==> src/rtl/riscv_mem_stage.sv <==
// riscv_mem_stage: pipeline MEM stage.
// Captures EX results and tracks the single outstanding data-memory access.
// Formats returned load data and maps dmem error responses onto cause bits.
// Optional feature: define RISCV_MEM_STALL_CNT_EN to build a saturating
// stall-cycle counter on mem_stall_cnt; otherwise that output is tied to 0.
module riscv_mem_stage #(
  parameter int              XLEN           = 32,
  parameter int              ILEN           = 32,
  parameter int              EXCEPTION_SIZE = 16,
  parameter logic [XLEN-1:0] PC_INIT        = 'h200
) (
  input  logic                      clk,
  input  logic                      rst,
  input  logic                      wb_stall,
  output logic                      mem_stall,
  input  logic                      mem_flush,
  input  logic [XLEN-1:0]           ex_pc,
  input  logic [ILEN-1:0]           ex_instr,
  input  logic                      ex_bubble,
  input  logic [EXCEPTION_SIZE-1:0] ex_exception,
  input  logic [XLEN-1:0]           ex_r,
  input  logic                      ex_ld,
  input  logic                      ex_st,
  input  logic [2:0]                ex_funct3,
  input  logic [2:0]                ex_adr_lsb,
  input  logic                      dmem_ack,
  input  logic [XLEN-1:0]           dmem_q,
  input  logic                      dmem_misaligned,
  input  logic                      dmem_page_fault,
  output logic [XLEN-1:0]           mem_pc,
  output logic [ILEN-1:0]           mem_instr,
  output logic                      mem_bubble,
  output logic [EXCEPTION_SIZE-1:0] mem_exception,
  output logic [XLEN-1:0]           mem_r,
  output logic [31:0]               mem_stall_cnt
);

  // RISC-V cause codes used as bit indices into the exception vector
  localparam int CAUSE_LD_MISALIGNED = 4;
  localparam int CAUSE_ST_MISALIGNED = 6;
  localparam int CAUSE_LD_PAGE_FAULT = 13;
  localparam int CAUSE_ST_PAGE_FAULT = 15;

  typedef enum logic [1:0] {
    IDLE  = 2'd0,
    WAIT  = 2'd1,
    DRAIN = 2'd2
  } state_e;

  state_e                    state_q;
  logic [XLEN-1:0]           pc_q;
  logic [ILEN-1:0]           instr_q;
  logic                      bubble_q;
  logic [EXCEPTION_SIZE-1:0] exc_q;
  logic [XLEN-1:0]           r_q;
  logic [2:0]                funct3_q;
  logic [2:0]                lsb_q;
  logic                      is_ld_q;

  logic [2:0]                lsb_eff;
  logic [5:0]                shamt;
  logic [XLEN-1:0]           shifted;
  logic [XLEN-1:0]           ld_data_d;

  // Stall depends only on state and WB backpressure, never on the ack
  assign mem_stall = wb_stall | (state_q != IDLE);

  assign mem_pc        = pc_q;
  assign mem_instr     = instr_q;
  assign mem_bubble    = bubble_q;
  assign mem_exception = exc_q;
  assign mem_r         = r_q;

  // Byte lane select: bit 2 of the address only matters on a 64-bit bus
  assign lsb_eff = {lsb_q[2] & (XLEN == 64), lsb_q[1:0]};
  assign shamt   = {lsb_eff, 3'b000};
  assign shifted = dmem_q >> shamt;

  // Format returned load data by the latched funct3 and byte lane
  always_comb begin
    // NOTE: default assignment first so every path drives ld_data_d and no latch is inferred.
    ld_data_d = dmem_q;
    case (funct3_q)
      3'b000:  ld_data_d = XLEN'($signed(shifted[7:0]));
      3'b001:  ld_data_d = XLEN'($signed(shifted[15:0]));
      3'b100:  ld_data_d = XLEN'(shifted[7:0]);
      3'b101:  ld_data_d = XLEN'(shifted[15:0]);
      3'b010:  if (XLEN == 64) ld_data_d = XLEN'($signed(shifted[31:0]));
      3'b110:  if (XLEN == 64) ld_data_d = XLEN'(shifted[31:0]);
      default: ld_data_d = dmem_q;
    endcase
  end

  // Stage registers and access-tracking FSM
  always_ff @(posedge clk) begin
    // NOTE: non-blocking assignments keep every register sampling pre-edge values.
    if (rst) begin
      state_q  <= IDLE;
      pc_q     <= PC_INIT;
      instr_q  <= ILEN'(32'h13);
      bubble_q <= 1'b1;
      exc_q    <= '0;
      r_q      <= '0;
      funct3_q <= 3'b000;
      lsb_q    <= 3'b000;
      is_ld_q  <= 1'b0;
    end else begin
      case (state_q)
        IDLE: begin
          if (mem_flush) begin
            bubble_q <= 1'b1;
            exc_q    <= '0;
          end else if (!wb_stall) begin
            pc_q     <= ex_pc;
            instr_q  <= ex_instr;
            bubble_q <= ex_bubble;
            exc_q    <= ex_exception;
            r_q      <= ex_r;
            if (!ex_bubble && (ex_ld || ex_st)) begin
              funct3_q <= ex_funct3;
              lsb_q    <= ex_adr_lsb;
              is_ld_q  <= ex_ld;
              state_q  <= WAIT;
            end
          end
        end

        WAIT: begin
          if (mem_flush) begin
            // A same-cycle ack is consumed here; otherwise drain it later
            bubble_q <= 1'b1;
            exc_q    <= '0;
            state_q  <= dmem_ack ? IDLE : DRAIN;
          end else if (dmem_ack) begin
            state_q <= IDLE;
            if (dmem_misaligned) begin
              if (is_ld_q) exc_q[CAUSE_LD_MISALIGNED] <= 1'b1;
              else         exc_q[CAUSE_ST_MISALIGNED] <= 1'b1;
            end
            if (dmem_page_fault) begin
              if (is_ld_q) exc_q[CAUSE_LD_PAGE_FAULT] <= 1'b1;
              else         exc_q[CAUSE_ST_PAGE_FAULT] <= 1'b1;
            end
            // Faulting accesses leave the address result in place
            if (is_ld_q && !dmem_misaligned && !dmem_page_fault) begin
              r_q <= ld_data_d;
            end
          end
        end

        DRAIN: begin
          if (dmem_ack) state_q <= IDLE;
        end

        default: state_q <= IDLE;
      endcase
    end
  end

`ifdef RISCV_MEM_STALL_CNT_EN
  logic [31:0] stall_cnt_q;

  // Saturating count of cycles spent outside IDLE
  always_ff @(posedge clk) begin
    if (rst) begin
      stall_cnt_q <= '0;
    end else if ((state_q != IDLE) && (stall_cnt_q != 32'hFFFF_FFFF)) begin
      stall_cnt_q <= stall_cnt_q + 32'd1;
    end
  end

  assign mem_stall_cnt = stall_cnt_q;
`else
  assign mem_stall_cnt = 32'd0;
`endif

endmodule
==> config.mk <==
export PLATFORM = sky130hd
export DESIGN_NAME = riscv_mem_stage
export DESIGN_NICKNAME = d
export VERILOG_FILES = /design/src/rtl/riscv_mem_stage.sv
export SDC_FILE = /design/constraint.sdc
export NUM_CORES = 1
export LEC_CHECK = 0
export ABC_AREA = 1
export BUFFER_PORTS_ARGS = -buffer_cell sky130_fd_sc_hd__buf_4
export CORE_MARGIN = 1
export CORE_UTILIZATION = 41
export DETAILED_ROUTE_END_ITERATION = 7
export PLACE_DENSITY = 0.77
export SYNTH_ARGS = -nofsm -noshare
export SYNTH_HDL_FRONTEND = slang
export SYNTH_SLANG_ARGS = --single-unit
==> constraint.sdc <==
create_clock -name clk -period 1.4 [get_ports clk]
set_input_delay 0.14 -clock clk [delete_from_list [all_inputs] [get_ports clk]]
set_output_delay 0.14 -clock clk [all_outputs]
set_load 0.01 [all_outputs]
; ---- After elaboration in Yosys (flattened, before gate mapping)
; Index checks and enable logic that the tools add are counted.
[op_classes]
n_addsub = 0
mul = 0
div = 0
order_cmp = 0
n_eq_ne = 18
shift = 1
muxes = 38
bitwise_logic = 3
reduce_logical = 20
[ops]
columns = operator, n
row1 = $mux W32, 5
row2 = $pmux W32 S4, 1
row3 = $pmux W32 S2, 1
row4 = $mux W16, 2
row5 = $pmux W16 S2, 1
row6 = $shr A32 B5 Y16, 1
row7 = $reduce_and A5 Y1, 4
row8 = $mux W1, 18
row9 = $ne A3 B3 Y1 const B, 6
row10 = $ne A2 B2 Y1 const B, 7
row11 = $mux W2, 6
row12 = $reduce_and A3 Y1, 3
row13 = $eq A3 B3 Y1 const B, 2
row14 = $mux W6, 1
row15 = $pmux W2 S3, 1
row16 = $reduce_and A6 Y1, 1
row17 = $mux W4, 1
row18 = $reduce_and A4 Y1, 1
row19 = $reduce_bool A2 Y1, 2
row20 = $eq A3 B1 Y1 const B, 1
row21 = $logic_and A1 B1 Y1, 3
row22 = $logic_not A1 Y1, 3
row23 = $logic_not A3 Y1, 1
row24 = $eq A2 B1 Y1 const B, 1
row25 = other kinds (6), 7
[word_totals]
reg_bits = 121
latch_bits = 0
mem_bits_rw = 0
rom_bits = 0
in_bits = 160
output_inout_bits = 146
elab_cells = 93
n_memories = 0

; ---- Longest topological paths before layout
[depth]
word_depth = 7
mapped_depth = 11
ltp_nobuf = 8

; ---- Worst setup path after synthesis
; OpenSTA, ideal clock, no wires.
[synth_path]
path_type = register to register
start = register state_q[1]
end = register funct3_q[1]
setup_ns = 0.133
t_arrival_ns = 1.185
required_ns = 1.267
path_slack_ns = 0.083
path_stages_with_launch = 9
n_path_buf = 2
synth_period_minus_slack_ns = 1.317
path_cell_list = dfxtp_1 > nor2_2 > nand3_2 > buf_4 > nor2_2 > inv_2 > buf_4 > o21ai_1 > a21oi_1
[synth_via]
elab_chain_cells = 2
[synth_lines]
columns = item, line
row1 = start: declaration, 50  ; state_e state_q;
row2 = start signal: assignment, 133  ; state_q <= dmem_ack ? IDLE : DRAIN;
row3 = $logic_not A2 Y1, 108  ; case (state_q)
row4 = $reduce_and A4 Y1 (no source line), --
row5 = end signal: assignment, 120  ; funct3_q <= ex_funct3;
row6 = end: declaration, 56  ; logic [2:0] funct3_q;
; No other way between the ends.
; A chain may end at the register's enable or synchronous reset.

; ---- Worst setup path in the final report
[layout_path]
start = register state_q[1]
end = register r_q[13] (netlist: mem_r[13])
[layout_via]
elab_chain_cells = 3
elab_cells_between_ends = 10
classes_between = 6 x eq/ne / 1 x mux / 3 x reduce/logical
[layout_lines]
columns = item, line
row1 = $eq A2 B1 Y1 or $logic_not A2 Y1 (tied branches), 108
row2 = $ne A2 B2 Y1 (no source line) or $reduce_bool A2 Y1 (tied branches), --
row3 = $reduce_and A6 Y1 (no source line), --
row4 = end signal: assignment, 118  ; r_q <= ex_r;
row5 = end signal: assignment, 146  ; r_q <= ld_data_d;
row6 = end: declaration, 55  ; logic [XLEN-1:0] r_q;
; Several ways; a longest one is shown, not always the timed one.

==> key figures <==
Yosys
  • Main synth FF type: sky130_fd_sc_hd__dfxtp_1
  • Number of distinct library cells after synthesis: 35
  • Asr flop ratio synth: 0
  • Syn Std Cell Area: 5881 µm²
  • Number of register bits inferred by synthesis: 121
  • Number of warnings issued by yosys: 0
  • Number of instances in the synthesized netlist: between 800 and 900
  • Mean post-synth cell area: 7.094 µm²
  • Number of flops mapped to enable cells by yosys: 0
  • Share of synthesized area occupied by flip-flops and latches: 0.4119

Job
  • Maximum capacitance violations: 0

Detailed routing
  • Routed via count divided by cell count: approximately 5.1
  • DRC viols: 0
  • Number of vias in the routed layout: 7045
  • DRC violation total after the first TritonRoute iteration: 576
  • Total length of routed wires: 22240 µm
  • Detail-routed net length per standard cell: ~16 µm
  • Post-route ant nets: 0
  • DR pass1 iterations: 5

Final layout
  • # nets final: between 1000 and 1500
  • Highest-count cells in the layout ignoring fill and taps: sky130_fd_sc_hd__buf_4, sky130_fd_sc_hd__nor2_1, sky130_fd_sc_hd__dfxtp_1, sky130_fd_sc_hd__nand2_1, sky130_fd_sc_hd__o21ai_0
  • Proportion of layout cells with a drive suffix above 1: 0.3533
  • Fraction of the core area covered by cells at the end of the flow: 0.7188
  • Most common cell after layout, fill and taps aside: sky130_fd_sc_hd__buf_4
  • Area Overhead vs Synth: 70.32%
  • Post-route non-filler standard cell count: 1380
  • Design Area, Final: 10020 µm²
  • Diodes inserted: 0

Power
  • Worst vdd rail ir drop: 801.7 µV
  • Share of power burned in registers: 0.346
  • Proportion of power drawn by the clock network: 0.444
  • Pint: 8.137 mW
  • Power consumption: 11.09 mW
  • Switching Power: 2.949 mW
  • Net Sw Frac: 0.2660
  • Power density cells: 1107 nW/µm²
  • Leakage power summed over all cells: 4.765 nW
  • Share of power burned in combinational logic: 0.210

Critical path
  • Slowest-stage cell, CP: sky130_fd_sc_hd__dfxtp_4
  • Largest stage delay, worst path: 0.37 ns
  • Critical register-to-register path startpoint: state_q[1]$_SDFFE_PP0P_
  • Timing startpoint of the critical path: state_q[1]$_SDFFE_PP0P_
  • Critical path data arrival time: 1.73 ns
  • Crit path required time: 1.70 ns
  • Critical Setup Path Class: register to register
  • Category of the worst setup path launch point: register
  • Number of buffer and inverter stages on the critical path: 2
  • Worst-path cell chain: inv_4, nand2_8, nor3_4, nand2_4, buf_6, a21boi_0, a21oi_1
  • Setup crit end kind: register
  • Max FO, Critical Path: 16
  • Crit-path leading delay family: flip-flops

Timing
  • Fin worst setup slack: -0.03561 ns
  • Maximum clock skew at final layout: ~0.013 ns
  • Final-report max-slew violation count: 0
  • Top achievable clock speed: 696.6 MHz
  • Worst Hold Slack: -0.002003 ns
  • Final Critical Period: 1.436 ns
  • Final Hold Viols: 1
  • Accumulated negative setup slack: -0.03561 ns
  • Unrepaired setup endpoints after global routing: yes
  • Number of setup violations in the final report: 1
  • Share of the cycle needed by the critical path after routing: 1.025

CTS
  • Clock buffer count from CTS: 17
  • Clock tree from TritonCTS: yes
  • TritonCTS Sinks: 121
  • Clock latency on the worst-skew pair: 0.42 ns
  • H-tree depth: 4
  • Clock-pin slew of the registers on the worst-case setup and hold paths: 0.06 ns
  • CTS root buf: sky130_fd_sc_hd__clkbuf_16
  • Maximum number of buffers from clock root to sink: 2

Global routing
  • GR Overflow Total: 0
  • Maximum number of pins on one net before global-route repair: 75
  • Via count of the first global-routing pass: approximately 6500
  • Initial antenna violation count: 0
  • Global-route wire length before repair: 31920 µm
  • All-layer global routing usage: 0.2749

Placed design
  • Placer congestion estimate: 0.8593
  • Post-Place Worst Slack: -0.01239 ns
  • DP HPWL: approximately 13000 µm
  • Port buffer count: 272
  • Placed insts: 1254
  • Cell Area, Placed: 8090 µm²

Floorplan
  • Std cell rows: 43
  • Die span in x: 121.8 µm
  • Total Die Area: ~15000 µm²
  • Core area: 13930 µm²
  • Number of I/O pins: a little over 300
  • Die Ht: 121.8 µm
  • Initial core utilization: 0.4220

Min path
  • Hold_sp: ex_pc[5]
  • Type of the most critical hold path: primary input to register

Run status
  • Failing checks: hold timing, setup timing
  • Result of the run: finished, violations left
==> cell usage after synthesis, types with 5 or more instances <==
library cell	n	area, µm²
sky130_fd_sc_hd__o21ai_0	111	555.5
sky130_fd_sc_hd__inv_1	30	112.6
sky130_fd_sc_hd__nand3_1	52	260.3
sky130_fd_sc_hd__buf_2	27	135.1
sky130_fd_sc_hd__or2_2	12	75.07
sky130_fd_sc_hd__dfxtp_1	121	2422
sky130_fd_sc_hd__nand2_1	115	431.7
sky130_fd_sc_hd__clkbuf_1	21	78.83
sky130_fd_sc_hd__nand2_2	5	31.28
sky130_fd_sc_hd__a21oi_1	83	415.4
sky130_fd_sc_hd__inv_2	7	26.28
sky130_fd_sc_hd__a21oi_2	5	43.79
sky130_fd_sc_hd__o21ai_1	18	90.09
sky130_fd_sc_hd__a21boi_0	14	105.1
sky130_fd_sc_hd__buf_4	37	277.8
sky130_fd_sc_hd__buf_6	5	56.30
sky130_fd_sc_hd__nor2_1	130	488.0
==> final timing paths <==
check	endpoint	slack, ns	cells after the start
setup reg to reg	mem_r[13]$_SDFFE_PP0P_	-0.04	7
hold / removal	mem_pc[5]$_SDFFE_PP0P_	-0.002	3
setup / recovery	mem_r[13]$_SDFFE_PP0P_	-0.04	7
hold reg to reg	mem_exception[13]$_SDFFE_PP0P_	0.47	2
==> flip-flops by register name (all words and copies together), names as in the netlist <==
| signal | flops |
|---|---|
| funct3_q | 3 |
| mem_pc | 32 |
| mem_exception | 16 |
| mem_r | 32 |
| mem_instr | 32 |
| mem_bubble | 1 |
| lsb_q | 2 |
| state_q | 2 |
| is_ld_q | 1 |
==> cell type report <==
type | instances | area (µm²)
multi-input cells | 611 | 3037
repair buffers | 399 | 3506
flip-flops and latches | 121 | 2431
clock buffers | 19 | 442.9
fillers | 1049 | 3919
well taps | 180 | 225.2
clock inverters | 13 | 216.5
inverters | 37 | 157.7
==> power by group through the flow <==
stage,Sequential (mW),Combinational [mW],Clock [mW]
floorplan,3.99,0.864,0
global placement,3.88,1.85,0
detailed placement,3.89,1.87,0
CTS,3.82,2.05,4.98
global route,3.86,2.52,5.14
finish,3.84,2.32,4.93
==> worst reg2reg max path: stages (launching register included) <==
cell and delay, ns:
sky130_fd_sc_hd__dfxtp_4 0.37, sky130_fd_sc_hd__inv_4 0.08, sky130_fd_sc_hd__nand2_8 0.08, sky130_fd_sc_hd__nor3_4 0.15, sky130_fd_sc_hd__nand2_4 0.10, sky130_fd_sc_hd__buf_6 0.17, sky130_fd_sc_hd__a21boi_0 0.26, sky130_fd_sc_hd__a21oi_1 0.11
==> routing by layer <==
metal	wire length, µm	global-route usage	vias to the layer above
met3	1910	0.08895	39
met2	11150	0.4778	355
met4	478	0.1034	0
met1	8694	0.3109	3250
met5	0	0	-
li1	-	-	3401
==> timing repair <==
action	CTS	global route
resized for setup	5	79
endpoints found under the hold margin	74	0
setup endpoints to repair	16	82
pin swaps	2	6
cloned	0	12
setup buffers	2	7
hold buffers	74	0
==> cell families (layout without fill, tap and decap cells) <==
logic type,Yosys count,in the layout,synth area share
AO/OA/AOI/OAI,245,245,0.2238
other,1,32,0.0006377
AND/OR/NAND/NOR,333,334,0.2455
buffers and inverters,129,468,0.1181
flip-flops,121,121,0.4119
No activity file was read; power rests on OpenSTA's default activity.
